$ cat src/rtl/anita3_event_writer_if.sv
// -----------------------------------------------------------------------------
// anita3_event_writer_if
//   Valid/ready event-word stream feeding the ANITA3 event writer.
//
//   Handshake: a word transfers on a rising clk33_i edge where evt_valid and
//   evt_ready are both high. The source holds evt_dat/evt_last stable while
//   evt_valid is high and not yet accepted. evt_last marks the final word of
//   one event.
//
//   Signals
//     evt_dat    16  event data word                (source -> writer)
//     evt_valid   1  evt_dat valid                  (source -> writer)
//     evt_last    1  evt_dat is final word of event (source -> writer)
//     evt_ready   1  writer can accept this cycle   (writer -> source)
//
//   Modports: master = word source, slave = event writer.
// -----------------------------------------------------------------------------
interface anita3_event_writer_if;
   logic [15:0] evt_dat;
   logic        evt_valid;
   logic        evt_last;
   logic        evt_ready;

   modport master (output evt_dat, output evt_valid, output evt_last, input evt_ready);
   modport slave  (input evt_dat, input evt_valid, input evt_last, output evt_ready);
endinterface

$ cat src/rtl/anita3_event_writer.sv
// -----------------------------------------------------------------------------
// anita3_event_writer
//   Write-side producer for the 4-deep ANITA3 event buffer RAM (4 x 64 x 16b).
//   Each incoming event is written into the next free buffer, then
//   event_done_o pulses so the reader marks that buffer active. Buffer
//   occupancy is tracked against clear_evt_i; new events are refused while
//   all four buffers are full.
//
//   Optional feature macro: EVENT_WRITER_HEADER_EN
//     When defined, word 0 of every buffer holds a header
//     {4'hE, wr_buf[1:0], evt_num[9:0]} and the payload starts at word 1.
//
//   Parameters
//     MAX_WORDS        words stored per event (1..64); extra words are dropped
//
//   Ports
//     clk33_i          in   1   system clock
//     rst_n_i          in   1   asynchronous reset, active-low
//     evt              slave    event word stream (anita3_event_writer_if)
//     event_wr_addr_o  out  8   {buffer[1:0], word[5:0]} RAM write address
//     event_wr_dat_o   out  16  RAM write data
//     event_wr_o       out  1   RAM write strobe, one cycle per word
//     event_done_o     out  1   1-cycle pulse, addr[7:6] = completed buffer
//     clear_evt_i      in   1   1-cycle pulse: reader released oldest buffer
//     write_buffer_o   out  2   buffer being / next to be written
//     buffers_full_o   out  1   occupancy == 4
//     status_o         out  32  {16'h0, trunc_cnt, 2'b0, state, 1'b0, occupancy}
//
//   All outputs are registered; a word accepted on edge n shows up as a RAM
//   write during the following cycle. event_done_o is high during the DONE
//   state, i.e. together with the final write of a non-truncated event.
// -----------------------------------------------------------------------------
module anita3_event_writer #(
   parameter int MAX_WORDS = 64
) (
   input  logic                  clk33_i,
   input  logic                  rst_n_i,
   anita3_event_writer_if.slave  evt,
   output logic [7:0]            event_wr_addr_o,
   output logic [15:0]           event_wr_dat_o,
   output logic                  event_wr_o,
   output logic                  event_done_o,
   input  logic                  clear_evt_i,
   output logic [1:0]            write_buffer_o,
   output logic                  buffers_full_o,
   output logic [31:0]           status_o
);

   typedef enum logic [1:0] {
      IDLE    = 2'd0,
      WRITE   = 2'd1,
      DISCARD = 2'd2,
      DONE    = 2'd3
   } state_t;

   localparam logic [5:0] LAST_IDX = 6'(MAX_WORDS - 1);

   state_t      state_q, state_d;
   logic [1:0]  wr_buf_q, wr_buf_d;
   logic [5:0]  word_q, word_d;     // index of the most recently written word
   logic [2:0]  occ_q, occ_d;
   logic [7:0]  trunc_q, trunc_d;
   logic        ready_d, wr_d, done_d;
   logic [7:0]  addr_d;
   logic [15:0] dat_d;
   logic        accept, inc, dec;
   logic        take;               // a payload word is to be written in WRITE
   logic [15:0] w_dat;
   logic        w_last;
   logic [5:0]  nxt_idx;
   logic [7:0]  trunc_sat;

`ifdef EVENT_WRITER_HEADER_EN
   // The first accepted word is parked here while the header occupies word 0.
   logic        pend_q, pend_d;
   logic [15:0] pend_dat_q, pend_dat_d;
   logic        pend_last_q, pend_last_d;
   logic [9:0]  evt_num_q, evt_num_d;
`endif

   assign accept    = evt.evt_valid & evt.evt_ready;
   assign nxt_idx   = word_q + 6'd1;
   assign trunc_sat = (trunc_q == 8'hFF) ? trunc_q : trunc_q + 8'd1;

   always_comb begin
      state_d  = state_q;
      wr_buf_d = wr_buf_q;
      word_d   = word_q;
      trunc_d  = trunc_q;
      wr_d     = 1'b0;
      addr_d   = event_wr_addr_o;   // holds the last written address
      dat_d    = event_wr_dat_o;
      inc      = 1'b0;
      take     = accept;
      w_dat    = evt.evt_dat;
      w_last   = evt.evt_last;
`ifdef EVENT_WRITER_HEADER_EN
      pend_d      = pend_q;
      pend_dat_d  = pend_dat_q;
      pend_last_d = pend_last_q;
      evt_num_d   = evt_num_q;
      if (pend_q) begin
         take   = 1'b1;
         w_dat  = pend_dat_q;
         w_last = pend_last_q;
      end
`endif

      case (state_q)
         IDLE: begin
            if (accept) begin
               wr_d   = 1'b1;
               word_d = 6'd0;
               addr_d = {wr_buf_q, 6'd0};
`ifdef EVENT_WRITER_HEADER_EN
               dat_d = {4'hE, wr_buf_q, evt_num_q};
               if (LAST_IDX == 6'd0) begin
                  // No room for payload at all: the whole event is truncated.
                  if (evt.evt_last) begin
                     state_d = DONE;
                     trunc_d = trunc_sat;
                  end else begin
                     state_d = DISCARD;
                  end
               end else begin
                  pend_d      = 1'b1;
                  pend_dat_d  = evt.evt_dat;
                  pend_last_d = evt.evt_last;
                  state_d     = WRITE;
               end
`else
               dat_d = evt.evt_dat;
               if (evt.evt_last)
                  state_d = DONE;
               else if (LAST_IDX == 6'd0)
                  state_d = DISCARD;
               else
                  state_d = WRITE;
`endif
            end
         end

         WRITE: begin
            if (take) begin
`ifdef EVENT_WRITER_HEADER_EN
               pend_d = 1'b0;
`endif
               wr_d   = 1'b1;
               word_d = nxt_idx;
               addr_d = {wr_buf_q, nxt_idx};
               dat_d  = w_dat;
               if (w_last)
                  state_d = DONE;
               else if (nxt_idx == LAST_IDX)
                  state_d = DISCARD;
            end
         end

         DISCARD: begin
            if (accept && evt.evt_last) begin
               state_d = DONE;
               trunc_d = trunc_sat;
            end
         end

         DONE: begin
            inc      = 1'b1;
            state_d  = IDLE;
            wr_buf_d = wr_buf_q + 2'd1;
            word_d   = 6'd0;
`ifdef EVENT_WRITER_HEADER_EN
            evt_num_d = evt_num_q + 10'd1;
`endif
         end

         default: state_d = IDLE;
      endcase

      // A release with nothing held is ignored; done plus release cancel out.
      dec   = clear_evt_i && (occ_q != 3'd0);
      occ_d = occ_q + {2'b00, inc} - {2'b00, dec};

      done_d = (state_d == DONE);

      // Ready is registered, so it is derived from the next-cycle state.
      case (state_d)
         IDLE:    ready_d = (occ_d < 3'd4);
`ifdef EVENT_WRITER_HEADER_EN
         WRITE:   ready_d = !pend_d;
`else
         WRITE:   ready_d = 1'b1;
`endif
         DISCARD: ready_d = 1'b1;
         default: ready_d = 1'b0;
      endcase
   end

   always_ff @(posedge clk33_i or negedge rst_n_i) begin
      if (!rst_n_i) begin
         state_q         <= IDLE;
         wr_buf_q        <= 2'd0;
         word_q          <= 6'd0;
         occ_q           <= 3'd0;
         trunc_q         <= 8'd0;
         evt.evt_ready   <= 1'b0;
         event_wr_addr_o <= 8'd0;
         event_wr_dat_o  <= 16'd0;
         event_wr_o      <= 1'b0;
         event_done_o    <= 1'b0;
         write_buffer_o  <= 2'd0;
         buffers_full_o  <= 1'b0;
         status_o        <= 32'd0;
`ifdef EVENT_WRITER_HEADER_EN
         pend_q          <= 1'b0;
         pend_dat_q      <= 16'd0;
         pend_last_q     <= 1'b0;
         evt_num_q       <= 10'd0;
`endif
      end else begin
         state_q         <= state_d;
         wr_buf_q        <= wr_buf_d;
         word_q          <= word_d;
         occ_q           <= occ_d;
         trunc_q         <= trunc_d;
         evt.evt_ready   <= ready_d;
         event_wr_addr_o <= addr_d;
         event_wr_dat_o  <= dat_d;
         event_wr_o      <= wr_d;
         event_done_o    <= done_d;
         write_buffer_o  <= wr_buf_d;
         buffers_full_o  <= (occ_d == 3'd4);
         status_o        <= {16'h0, trunc_d, 2'b00, state_d, 1'b0, occ_d};
`ifdef EVENT_WRITER_HEADER_EN
         pend_q          <= pend_d;
         pend_dat_q      <= pend_dat_d;
         pend_last_q     <= pend_last_d;
         evt_num_q       <= evt_num_d;
`endif
      end
   end

endmodule

$ cat src/flat_wrapper.sv
// flat-port wrapper written by rule: the top's interface ports become plain ports
module anita3_event_writer_flat 
#(
   parameter int MAX_WORDS = 64
)
  (clk33_i, rst_n_i, event_wr_addr_o, event_wr_dat_o, event_wr_o, event_done_o, clear_evt_i, write_buffer_o, buffers_full_o, status_o, evt_evt_dat, evt_evt_valid, evt_evt_last, evt_evt_ready);
  anita3_event_writer_if evt_i ();
  input  logic clk33_i;
  input  logic rst_n_i;
  output logic [7:0] event_wr_addr_o;
  output logic [15:0] event_wr_dat_o;
  output logic event_wr_o;
  output logic event_done_o;
  input  logic clear_evt_i;
  output logic [1:0] write_buffer_o;
  output logic buffers_full_o;
  output logic [31:0] status_o;
  input wire logic [$bits(evt_i.evt_dat)-1:0] evt_evt_dat;
  input wire logic [$bits(evt_i.evt_valid)-1:0] evt_evt_valid;
  input wire logic [$bits(evt_i.evt_last)-1:0] evt_evt_last;
  output wire logic [$bits(evt_i.evt_ready)-1:0] evt_evt_ready;
  assign evt_i.evt_dat = evt_evt_dat;
  assign evt_i.evt_valid = evt_evt_valid;
  assign evt_i.evt_last = evt_evt_last;
  assign evt_evt_ready = evt_i.evt_ready;
  anita3_event_writer #(.MAX_WORDS(MAX_WORDS)) u_core (.clk33_i(clk33_i), .rst_n_i(rst_n_i), .evt(evt_i), .event_wr_addr_o(event_wr_addr_o), .event_wr_dat_o(event_wr_dat_o), .event_wr_o(event_wr_o), .event_done_o(event_done_o), .clear_evt_i(clear_evt_i), .write_buffer_o(write_buffer_o), .buffers_full_o(buffers_full_o), .status_o(status_o));
endmodule
$ cat config.mk
export PLATFORM = sky130hd
export DESIGN_NAME = anita3_event_writer_flat
export DESIGN_NICKNAME = d
export VERILOG_FILES = /design/src/rtl/anita3_event_writer_if.sv /design/src/rtl/anita3_event_writer.sv /design/src/flat_wrapper.sv
export SDC_FILE = /design/constraint.sdc
export NUM_CORES = 1
export LEC_CHECK = 0
export ABC_AREA = 1
export BUFFER_PORTS_ARGS = -buffer_cell sky130_fd_sc_hd__buf_2
export CELL_PAD_IN_SITES_DETAIL_PLACEMENT = 1
export CELL_PAD_IN_SITES_GLOBAL_PLACEMENT = 2
export CORE_MARGIN = 5
export CORE_UTILIZATION = 28
export DETAILED_ROUTE_END_ITERATION = 12
export GPL_TIMING_DRIVEN = 0
export PLACE_DENSITY = 0.82
export SKIP_CTS_REPAIR_TIMING = 1
export SYNTH_ARGS = -nofsm -noshare
export SYNTH_HDL_FRONTEND = slang
export SYNTH_SLANG_ARGS = --single-unit
$ cat constraint.sdc
create_clock -name clk33_i -period 2.9 [get_ports clk33_i]
set_input_delay 0.145 -clock clk33_i [delete_from_list [all_inputs] [get_ports clk33_i]]
set_output_delay 0.145 -clock clk33_i [all_outputs]
set_load 0.01 [all_outputs]
**After elaboration in Yosys (flattened, before gate mapping)**

Index checks and enable logic that the tools add are counted.

- Latch bits: 0
- Bits in writable memories: 0
- Memories kept: 0
- Output and inout bits: 62
- Memory bits (read-only): 0
- Bits in registers: 62
- Bits of input ports: 21
- Logic and storage cells: 62

- $mul: 0
- Shift-type cells: 0
- Add/subtract/negate cells: 5
- Div/mod/pow operators: 0
- Magnitude comparators: 1
- Equality and inequality tests: 11
- Bitwise logic cells: 1
- Mux-type cells: 20
- Reduce and logical (&&, ||, !) cells: 12

Operators with widths:

| cell | count |
|---|---|
| $mux 8 | 5 |
| $pmux 6 s3 | 1 |
| $pmux 8 s2 | 1 |
| $mux 2 | 6 |
| $mux 6 | 2 |
| $add 8x1->8 const B | 1 |
| $eq 2x2->1 const B | 4 |
| $eq 8x8->1 const B | 1 |
| $pmux 2 s4 | 1 |
| $add 6x1->6 const B | 1 |
| $eq 6x6->1 const B | 1 |
| $reduce_and 3->1 | 2 |
| $reduce_bool 3->1 | 2 |
| $eq 2x1->1 const B | 2 |
| $logic_not 2->1 | 2 |
| $ne 2x1->1 const B | 2 |
| $reduce_or 2->1 | 2 |
| $add 3x1->3 | 1 |
| $eq 3x3->1 const B | 1 |
| $lt 3x3->1 const B | 1 |
| $mux 1 | 3 |
| $sub 3x1->3 | 1 |
| $add 2x1->2 const B | 1 |
| $logic_and 1x1->1 | 2 |
| 4 further kinds | 4 |

**Logic depth before layout (Yosys ltp)**

Gate-level depths: netlist (run 1).

- Word-level depth: 9
- Mapped depth: 10
- Mapped depth without buffers: 10

**Least setup slack after synthesis (run 1)**

OpenSTA, ideal clock, no wires.

- Kind: register -> register
- From: register u_core.occ_q[0]
- To: register u_core.evt.evt_ready
- Stages on the path, launching flop included: 11
- Library setup time: 0.071 ns
- Data required time: 2.829 ns
- Period minus slack after synthesis: 2.144 ns
- Data arrival time: 2.073 ns
- Slack: 0.756 ns
- Buffers on the path: 0
- Path through: dfrtp_1 > o31a_1 > ha_1 > inv_1 > ha_1 > inv_1 > fa_1 > xor2_1 > xor2_1 > a21oi_1 > nor2_1

- Word-level cells in the longest chain between the ends: 5
- Elaborated cells between the ends (all ways): 6
- Those cells by class: add/sub: 2; order compare: 1; mux: 1; reduce/logical: 2

Ends and longest elaborated chain:

| what | RTL line | RTL |
|---|---|---|
| start, declared | anita3_event_writer.sv:61 | `logic [2:0] occ_q, occ_d;` |
| start signal, assigned | anita3_event_writer.sv:203 | `occ_q <= 3'd0;` |
| start signal, assigned | anita3_event_writer.sv:223 | `occ_q <= occ_d;` |
| branches (longest 2 deep; another with $add 3x1->3) | n/a |  |
| $sub 3x1->3 (*) | anita3_event_writer.sv:181 | `occ_d = occ_q + {2'b00, inc} - {2'b00, dec};` |
| $lt 3x3->1 (*) | anita3_event_writer.sv:187 | `IDLE: ready_d = (occ_d < 3'd4);` |
| $pmux 1 s2 (*) | anita3_event_writer.sv:186 | `case (state_d)` |
| net u_core.ready_d | anita3_event_writer.sv:63 | `logic ready_d, wr_d, done_d;` |
| end signal, assigned | anita3_event_writer.sv:225 | `evt.evt_ready <= ready_d;` |
| end, declared | anita3_event_writer_if.sv:25 | `modport slave (input evt_dat, input evt_valid, input evt_last, output evt_ready);` |

Mark *: on every way through the listed nets, which the timed path passes.
A chain may end at the register's enable or synchronous reset.

**Worst setup path after layout (run 1)**

Ends and elaborated chain as after synthesis.

==> out/qor.yml, run 1 <==
outcome:
  status: "finished, final reports clean"
yosys:
  avgSynthCellArea_um2: 8.777
  netlist.area_leader.share_pct: 51.93
  yosysWarningCount: 0
  synth_top_cell_by_area: "dfrtp_1"
  postSynthCellCount: 269
  netlist_area_mm2: 0.002361
  yosysSeqAreaShare_pct: 51.93
  ys_ff_latch: 49
  yosys.cell_types.count: 28
  synth_area_leaders: "dfrtp_1 52%, nand2_1 16%, buf_4 7.3%, inv_1 4.0%, ha_1 3.7%"
power_and_ir_drop:
  powerDensity_mw_per_mm2: 863.4
  power.share.switching_pct: 40.60
  power.leakage_uw: 0.001752
  power_frac_comb_pct: 40.9
  intPower_uw: 1521
  ir_worst_vdd_v: 0.0002384
  switching_power_uw: 1040
  clkPwrFrac_pct: 16.2
  p_seq_share_pct: 42.9
grt:
  grt_pass1_vias: 1984
  top_usage_layer: "met2"
  antenna_found_initial: 0
  use_met1_pct: 14.27
  grt_pass1_wl_um: 9128
  gr-usage-met2_pct: 18.06
  overflow: 0
  grtUsageMet3_pct: 2.799
  grt.total_usage_pct: 10.97
  grt_max_degree: 50
placement:
  pre_cts_slack_ns: 0.5895
  dp.cells: 455
  hpwl_um: 4260
  place_congestion: 0.7688
  portBuffers: 63
die:
  start_util_pct: 28.73
  ioPinCount: 83
  die_h_um: 101.8
  num_rows: 33
  die_w_um: 101.8
  coreArea_mm2: 0.008217
  die_area_mm2: 0.01037
timing:
  fin_crit_ns: 2.286
  rsz0062_at_grt: "no"
  worst_slack_ns: 0.6140
  fmax_mhz: 437.4
  holdWs_ns: 0.02682
  finClkSkew_ns: 0.008095
  fin_tns_setup_ns: 0
  finalHoldViolCount: 0
  slew_headroom_pct: 26.82
  worstMarginPinSlew_ns: 1.098
  period_share_pct: 78.83
  setup_violations: 0
  slew_violations: 0
routing:
  drtPass1Iterations: 4
  drt-vias-per-instance: 4.097
  ant_nets: 0
  drcViolationCount: 0
  wl_per_cell_um: 11.92
  dr.first_iter.drc_count: 26
  drt_wl_total_um: 5518
  vias: 1897
setup_path:
  worstSetupEndpointType: "flip-flop"
  max_stage_delay_ns: 0.41
  r2r_cells: 10
  path_class: "flip-flop to flip-flop"
  reg2reg_to: "u_core.evt.evt_ready"
  startpoint_type: "flip-flop"
  critPathRequiredTime_ns: 3.14
  r2r_start: "u_core.occ_q[0]"
  rrSetupSlack_ns: 0.61
  critical_path.slowest_cell: "dfrtp_1"
  crit_fanout: 3
  crit_chain: "o31a_1 > ha_1 > inv_1 > ha_1 > inv_1 > fa_1 > xor2_1 > xor2_1 > a21oi_1 > nor2_1"
  arrival_ns: 2.53
run:
  maxCapViolations: 0
min_path:
  worstHoldPathType: "input port to flip-flop"
  hold_end: "u_core.event_wr_dat_o[12]"
  hold_path_startpoint: "evt_evt_dat[12]"
  min_path_cells: 3
final_layout:
  drive_gt1_share_pct: 31.01
  final_cell_mix: "100 x nand2_1, 65 x buf_2, 49 x dfrtp_1"
  mostFrequentLayoutCell: "nand2_1"
  diodes: 0
  fin_nets: 386
  stdcell_count: 463
  syn_to_final_growth_pct: 25.65
clock_tree:
  cts_made_buffers: 5
  h-tree-depth: 2
  cts_root_buf: "clkbuf_8"
  clk_path_buf_depth: 2
  clkSinkCount: 49
  cts_tree: "built"
  worst_skew_pair.late_latency_ns: 0.30
  path_clk_slew_ns: 0.10
[routing by layer]
metal | share of wire (%) | routed length [um] | vias up
met5 | 0 | 0 | -
met1 | 47 | 2566 | 883
met2 | 46 | 2539 | 51
met3 | 6.4 | 354 | 5
met4 | 1.1 | 58 | 0
li1 | - | - | 958
[synthesized netlist by cell type]
master and n:
o21ai_2 1, nor2_2 5, o31a_1 1, nand3_1 9, a31oi_1 1, or2_1 1, xnor2_1 1, nand2_1 100
nand2_2 1, xor2_1 8, inv_1 25, dfrtp_1 49, buf_2 2, nand3b_1 1, inv_2 5, nor3_1 2
nor2_1 7, fa_1 1, nand4_1 3, ha_1 7, nand3_2 1, conb_1 1, o21ai_0 7, o21bai_1 2
nand2_4 1, buf_4 23, nand4_2 1, a21oi_1 3
[state kept, by name, summed over array words and instances (netlist names), 2 cells and up]
name                    count
u_core.event_wr_dat_o      16
u_core.event_wr_addr_o      8
u_core.trunc_q              7
u_core.word_q               6
u_core.status_o             3
u_core.occ_q                2
u_core.write_buffer_o       2
[through the flow]
step	power, uW	util [%]	instance area, um2
floorplan	1755	-	2429
global placement	2162	34.99	2875
detailed placement	2198	34.99	2875
CTS	2630	36.10	2967
global route	2816	36.10	2967
finish	2561	36.10	2967
[worst max-delay path by stage]
| stage | from | to | slack [ns] | cells past startpoint |
|---|---|---|---|---|
| CTS | u_core.occ_q[0] | u_core.evt.evt_ready | 0.56 | 10 |
| finish | u_core.occ_q[0] | u_core.evt.evt_ready | 0.61 | 10 |
| detailed placement | u_core.occ_q[0] | u_core.evt.evt_ready | 0.59 | 10 |
| floorplan | u_core.occ_q[0] | u_core.evt.evt_ready | 0.76 | 10 |
| global route | u_core.occ_q[0] | u_core.evt.evt_ready | 0.47 | 10 |
| global placement | u_core.occ_q[0] | u_core.evt.evt_ready | 0.63 | 10 |
[logic make-up (layout without fill, tap and decap cells)]
kind of cell / after synthesis / after routing / share of synthesized area [%]
AND/OR/NAND/NOR: 132 / 132 / 23.74
flip-flops: 49 / 49 / 51.93
XOR/XNOR: 9 / 9 / 3.339
adder cells (fa/ha/maj): 8 / 8 / 4.557
buffers and inverters: 55 / 126 / 12.51
other: 1 / 19 / 0.1588
AO/OA/AOI/OAI: 15 / 15 / 3.762
[power groups by stage]
| stage | Clock [uW] | Combinational (uW) | Sequential [uW] |
|---|---|---|---|
| 2_1_floorplan | 0 | 560 | 1200 |
| 3_3_place_gp | 0 | 1050 | 1110 |
| 3_5_place_dp | 0 | 1080 | 1120 |
| 4_1_cts | 439 | 1090 | 1100 |
| 5_1_grt | 471 | 1210 | 1140 |
| 6_report | 414 | 1050 | 1100 |
[area by class of cell]
class / instances / area (um2)
Fill cell: 1034 / 5250
Sequential cell: 49 / 1226
Multi-Input combinational cell: 183 / 907.1
Timing Repair Buffer: 63 / 315.3
Buffer: 25 / 182.7
Tap cell: 105 / 131.4
Inverter: 30 / 112.6
Clock buffer: 5 / 68.82
Clock inverter: 3 / 22.52
[worst max-delay path: cells and delay by family, from the launching register on]
kind,cells,cell delay [ns]
buf+inv,2,0.10
xor+xnor,2,0.44
simple gates,1,0.09
fa+ha+maj,3,0.78
compound gates,2,0.41
flops,1,0.41
No activity file was read; power rests on OpenSTA's default activity.
==> inputs of run 2 (changes only) <==
--- a/config.mk
+++ b/config.mk
@@ -10,10 +10,10 @@
 export CELL_PAD_IN_SITES_DETAIL_PLACEMENT = 1
 export CELL_PAD_IN_SITES_GLOBAL_PLACEMENT = 2
 export CORE_MARGIN = 5
-export CORE_UTILIZATION = 28
+export CORE_UTILIZATION = 25
 export DETAILED_ROUTE_END_ITERATION = 12
 export GPL_TIMING_DRIVEN = 0
-export PLACE_DENSITY = 0.82
+export PLACE_DENSITY = 0.77
 export SKIP_CTS_REPAIR_TIMING = 1
 export SYNTH_ARGS = -nofsm -noshare
 export SYNTH_HDL_FRONTEND = slang
==> constraint.sdc (replaced) <==
create_clock -name clk33_i -period 1.8 [get_ports clk33_i]
set_input_delay 0.09 -clock clk33_i [delete_from_list [all_inputs] [get_ports clk33_i]]
set_output_delay 0.09 -clock clk33_i [all_outputs]
set_load 0.01 [all_outputs]
==> out/qor.yml, run 2 (same netlist as run 1, synthesis figures left out) <==
outcome:
  status: "finished with violations"
  violations: "hold timing, setup timing"
setup_path:
  max_stage_delay_ns: 0.40  # about the same
  crit_chain: "o31a_1 > ha_1 > inv_1 > ha_1 > inv_1 > fa_2 > xor2_2 > xor2_2 > a21oi_1 > nor2_1"
  crit_family: "adder cells"
  startpoint_type: "flip-flop"
  critical_path.slowest_cell: "dfrtp_1"
  worstSetupEndpointType: "flip-flop"
  rrSetupSlack_ns: -0.40  # -1.01 ns
  crit_fanout: 3  # unchanged
  arrival_ns: 2.40  # -0.13 ns
  critPathRequiredTime_ns: 2.00  # -1.14 ns
  path_class: "flip-flop to flip-flop"
  critPathBufInv: 2  # unchanged
timing:
  rsz0062_at_grt: "yes"
  worst_slack_ns: -0.3969  # -1.011 ns
  fmax_mhz: 455.2  # +4.1%
  worstMarginPinSlew_ns: 1.134  # +0.03589 ns
  setup_violations: 4  # +4
  finClkSkew_ns: 0.009355  # +0.001260 ns
  fin_crit_ns: 2.197  # -0.08909 ns
  finalHoldViolCount: 5  # +5
  holdWs_ns: -0.01824  # -0.04506 ns
  period_share_pct: 122.1  # +43 points
  slew_violations: 0  # unchanged
  fin_tns_setup_ns: -1.108  # -1.108 ns
  slew_headroom_pct: 24.43  # -2.4 points
clock_tree:
  worst_skew_pair.late_latency_ns: 0.30  # about the same
  cts_tree: "built"
  clkSinkCount: 49  # unchanged
  cts_made_buffers: 5  # unchanged
  clk_path_buf_depth: 2  # unchanged
  h-tree-depth: 2  # unchanged
  path_clk_slew_ns: 0.09  # about the same
  cts_root_buf: "clkbuf_8"
final_layout:
  stdcell_count: 498  # +7.6%
  fin_nets: 397  # +2.8%
  drive_gt1_share_pct: 31.98  # +0.97 points
  mostFrequentLayoutCell: "nand2_1"
  syn_to_final_growth_pct: 32.75
  diodes: 0  # unchanged
  final_cell_mix: "100 x nand2_1, 65 x buf_2, 47 x dfrtp_1"
  regMostFlops: "u_core.event_wr_dat_o"
  largest_reg_flops: 16  # unchanged
  fillers: 1116  # +7.9%
  fin_util_pct: 33.92  # -2.2 points
  top_regs: "u_core.event_wr_dat_o: 16 flops, u_core.event_wr_addr_o: 8 flops, u_core.trunc_q: 7 flops"
min_path:
  worstHoldPathType: "input port to flip-flop"
routing:
  drt-vias-per-instance: 3.888  # -5.1%
  drcViolationCount: 0  # unchanged
  drtPass1Iterations: 4  # unchanged
  vias: 1936  # +2.1%
  drt_wl_total_um: 5794  # +5.0%
  ant_nets: 0  # unchanged
  dr.first_iter.drc_count: 50  # +92%
  wl_per_cell_um: 11.63  # -2.4%
power_and_ir_drop:
  powerDensity_mw_per_mm2: 1368  # +58%
  power_frac_comb_pct: 42.1  # +1.2 points
  clkPwrFrac_pct: 16.6  # +0.4 points
  switching_power_uw: 1703  # +64%
  power.leakage_uw: 0.001803  # +2.9%
  ir_worst_vdd_v: 0.0003481  # +46%
  intPower_uw: 2584  # +70%
  p_seq_share_pct: 41.3  # -1.6 points
  power.share.switching_pct: 39.72  # -0.88 points
grt:
  antenna_found_initial: 0  # unchanged
  grt_max_degree: 50  # unchanged
  gr-usage-met2_pct: 17.07  # -0.99 points
  grt_pass1_wl_um: 9535  # +4.5%
  grt.total_usage_pct: 10.16  # -0.81 points
  grt_pass1_vias: 1989  # +0.25%
  top_usage_layer: "met2"
  overflow: 0  # unchanged
  grtUsageMet3_pct: 2.769  # -0.029 points
  use_met1_pct: 12.92  # -1.4 points
die:
  num_rows: 35  # +6.1%
  die_h_um: 107.2  # +5.3%
  die_area_mm2: 0.01149  # +11%
  ioPinCount: 83  # unchanged
  coreArea_mm2: 0.009240  # +12%
  die_w_um: 107.2  # +5.3%
  start_util_pct: 25.55  # -3.2 points
placement:
  hpwl_um: 4345  # +2.0%
  dp.cells: 479  # +5.3%
  place_congestion: 0.7441  # -3.2%
  portBuffers: 63  # unchanged
run:
  maxCapViolations: 0  # unchanged
[run 2: cell count changes in the layout (fill, tap and decap cells not counted), sizes merged]
cell / change
dlygate4sd3: +10
clkinv: -2
clkbuf: +2
buf: +1
[run 2: cell type report]
type                    instances  area, um2  area share (%)
flip-flops and latches         49       1229           39.20
multi-input cells             183      924.6           29.50
repair buffers                 74      422.9           13.49
plain buffers                  25      182.7           5.828
well taps                     129      161.4           5.150
inverters                      30      112.6           3.593
clock buffers                   7      96.34           3.074
clock inverters                 1      5.005          0.1597
[run 2: worst min-delay path: stages]
cell     delay, ns
buf_2         0.07
nand2_1       0.04
nand2_1       0.04
[run 2: per-stage QoR]
stage / instance area, um2 / total power [uW] / worst slack [ns]
after floorplan: 2431 / 2832 / -0.3028
after global placement: 2908 / 3496 / -0.3866
after detailed placement: 2908 / 3543 / -0.4123
after CTS: 3009 / 4280 / -0.4497
after global routing: 3134 / 4705 / -0.5988
final: 3134 / 4286 / -0.3969
[run 2: worst paths after layout]
| path | startpoint | end | cells past startpoint |
|---|---|---|---|
| hold / removal | evt_evt_dat[14] | u_core.event_wr_dat_o[14] | 3 |
| max in group asynchronous | rst_n_i | u_core.word_q[1] | 1 |
| setup / recovery | u_core.occ_q[0] | u_core.evt.evt_ready | 10 |
| min in group asynchronous | rst_n_i | u_core.trunc_q[2] | 1 |
| setup reg to reg | u_core.occ_q[0] | u_core.evt.evt_ready | 10 |
| hold reg to reg | u_core.event_wr_dat_o[13] | u_core.event_wr_dat_o[13] | 2 |
[run 2: power by group through the flow]
| stage | clock network, uW | logic, uW | registers, uW |
|---|---|---|---|
| finish | 713 | 1800 | 1770 |
| floorplan | 0 | 905 | 1930 |
| global route | 791 | 2080 | 1830 |
| detailed placement | 0 | 1740 | 1810 |
| CTS | 751 | 1740 | 1790 |
| global placement | 0 | 1710 | 1790 |
[run 2: per-layer routing]
| layer | routed length (um) | share of wire [%] | vias up |
|---|---|---|---|
| li1 | - | - | 975 |
| met3 | 322 | 5.6 | 6 |
| met5 | 0 | 0 | - |
| met4 | 54 | 0.93 | 0 |
| met1 | 2642 | 46 | 908 |
| met2 | 2775 | 48 | 47 |
==> inputs of run 3 (changes only) <==
--- a/config.mk
+++ b/config.mk
@@ -6,7 +6,7 @@
 export NUM_CORES = 1
 export LEC_CHECK = 0
 export ABC_AREA = 1
-export BUFFER_PORTS_ARGS = -buffer_cell sky130_fd_sc_hd__buf_2
+export BUFFER_PORTS_ARGS = -buffer_cell sky130_fd_sc_hd__buf_4
 export CELL_PAD_IN_SITES_DETAIL_PLACEMENT = 1
 export CELL_PAD_IN_SITES_GLOBAL_PLACEMENT = 2
 export CORE_MARGIN = 5
==> out/qor.yml, run 3 (same netlist as run 1, synthesis figures left out) <==
outcome:
  status: "finished with violations"
  violations: "hold timing, setup timing"
final_layout:
  fin_util_pct: 35.52  # +1.6 points
  regMostFlops: "u_core.event_wr_dat_o"
  top_regs: "u_core.event_wr_dat_o: 16 flops, u_core.event_wr_addr_o: 8 flops, u_core.trunc_q: 7 flops"
  diodes: 0  # unchanged
  fin_nets: 398  # +0.25%
  final_cell_mix: "100 x nand2_1, 89 x buf_4, 48 x dfrtp_1"
  drive_gt1_share_pct: 31.35  # -0.63 points
  largest_reg_flops: 16  # unchanged
  fin_area_mm2: 0.003282  # +4.7%
  syn_to_final_growth_pct: 39.00
  mostFrequentLayoutCell: "nand2_1"
  fillers: 1110  # -0.54%
routing:
  drt_wl_total_um: 5811  # +0.29%
  wl_per_cell_um: 11.65  # about the same
  drtPass1Iterations: 4  # unchanged
  ant_nets: 0  # unchanged
  drcViolationCount: 0  # unchanged
  drt-vias-per-instance: 3.976  # +2.3%
  vias: 1984  # +2.5%
  dr.first_iter.drc_count: 30  # -40%
setup_path:
  r2r_start: "u_core.occ_q[0]"
  path_class: "flip-flop to flip-flop"
  startpoint_type: "flip-flop"
  crit_fanout: 3  # unchanged
  critPathLaunch: "u_core.occ_q[0]"
  worstSetupEndpointType: "flip-flop"
  critPathRequiredTime_ns: 1.99  # about the same
  critical_path.slowest_cell: "dfrtp_1"
  crit_chain: "o31a_1 > ha_1 > inv_1 > ha_1 > inv_1 > fa_2 > xor2_2 > xor2_2 > a21oi_1 > nor2_1"
  max_stage_delay_ns: 0.39  # about the same
  arrival_ns: 2.39  # about the same
timing:
  worstMarginPinSlew_ns: 0.6350  # -0.4986 ns
  worst_slack_ns: -0.4032  # -0.006282 ns
  rsz0062_at_grt: "yes"
  fin_tns_setup_ns: -1.139  # -0.03124 ns
  slew_headroom_pct: 57.67  # +33 points
  holdWs_ns: -0.009399  # +0.008840 ns
  fin_crit_ns: 2.203  # +0.006282 ns
  slew_violations: 0  # unchanged
  period_share_pct: 122.4  # +0.35 points
  finClkSkew_ns: 0.006296  # -0.003059 ns
  setup_violations: 4  # unchanged
  finalHoldViolCount: 6  # +1
  fmax_mhz: 453.9  # -0.29%
min_path:
  hold_path_startpoint: "evt_evt_dat[2]"
  worstHoldPathType: "input port to flip-flop"
die:
  die_area_mm2: 0.01149  # unchanged
  start_util_pct: 25.55  # unchanged
  num_rows: 35  # unchanged
  die_w_um: 107.2  # unchanged
  ioPinCount: 83  # unchanged
  coreArea_mm2: 0.009240  # unchanged
  die_h_um: 107.2  # unchanged
grt:
  antenna_found_initial: 0  # unchanged
  grt.total_usage_pct: 10.37  # +0.21 points
  overflow: 0  # unchanged
  grt_pass1_wl_um: 9604  # +0.72%
  grt_max_degree: 50  # unchanged
  grt_pass1_vias: 2057  # +3.4%
placement:
  portBuffers: 63  # unchanged
  hpwl_um: 4428  # +1.9%
  pre_cts_slack_ns: -0.4453  # -0.03300 ns
  place_congestion: 0.7597  # +2.1%
  placed_area_mm2: 0.003065  # +5.4%
power_and_ir_drop:
  powerDensity_mw_per_mm2: 1347  # -1.5%
  ir_worst_vdd_v: 0.0003574  # +2.7%
  finalPower_uw: 4422  # +3.2%
  power.leakage_uw: 0.001836  # +1.8%
clock_tree:
  h-tree-depth: 2  # unchanged
  clk_path_buf_depth: 2  # unchanged
  path_clk_slew_ns: 0.09  # about the same
  clkSinkCount: 49  # unchanged
  cts_made_buffers: 5  # unchanged
  cts_tree: "built"
  worst_skew_pair.late_latency_ns: 0.29  # about the same
  cts_root_buf: "clkbuf_8"
run:
  maxCapViolations: 0  # unchanged
-- run 3: cell type report --
class / instances / area (um2) / area share, %
well taps: 129 / 161.4 / 4.918
clock buffers: 8 / 80.08 / 2.440
plain buffers: 25 / 182.7 / 5.566
flip-flops and latches: 49 / 1227 / 37.40
multi-input cells: 183 / 932.1 / 28.40
inverters: 30 / 112.6 / 3.431
repair buffers: 75 / 585.6 / 17.84
-- run 3: worst max-delay path, delay by kind of cell (launching register included) --
| family | cells | cell delay [ns] |
|---|---|---|
| compound gates | 2 | 0.44 |
| xor+xnor | 2 | 0.36 |
| fa+ha+maj | 3 | 0.74 |
| buf+inv | 2 | 0.11 |
| flops | 1 | 0.39 |
| simple gates | 1 | 0.05 |
-- run 3: metal layers --
metal	vias to the layer above	global-route usage, %	share of wire [%]
met1	943	12.29	44
li1	989	-	-
met4	0	2.740	1.2
met5	-	0	0
met2	47	18.05	49
met3	5	3.251	5.4
-- run 3: power by group --
group / leakage [uW] / switching [uW] / internal (uW) / total [uW]
registers: 0.000624 / 280 / 1500 / 1780
clock network: 0.0000395 / 338 / 277 / 615
logic: 0.00117 / 1080 / 947 / 2020
total: 0.00184 / 1700 / 2730 / 4420
-- run 3: final timing paths --
kind                                                 end  slack, ns  cells after the start
worst max-delay path                u_core.evt.evt_ready      -0.40                     10
worst min-delay path            u_core.event_wr_dat_o[2]     -0.009                      3
worst max register to register      u_core.evt.evt_ready      -0.40                     10
worst min register to register  u_core.event_wr_dat_o[6]       0.49                      2
max in group asynchronous                u_core.occ_q[1]       0.98                      2
min in group asynchronous       u_core.event_wr_dat_o[7]       0.37                      2
-- run 3: stage by stage --
stage / instances / hold WS (ns)
floorplan: 287 / -0.2056
global placement: 479 / 0.1668
global route: 499 / 0.001727
CTS: 487 / -0.1648
finish: 499 / -0.009399
detailed placement: 479 / 0.1685
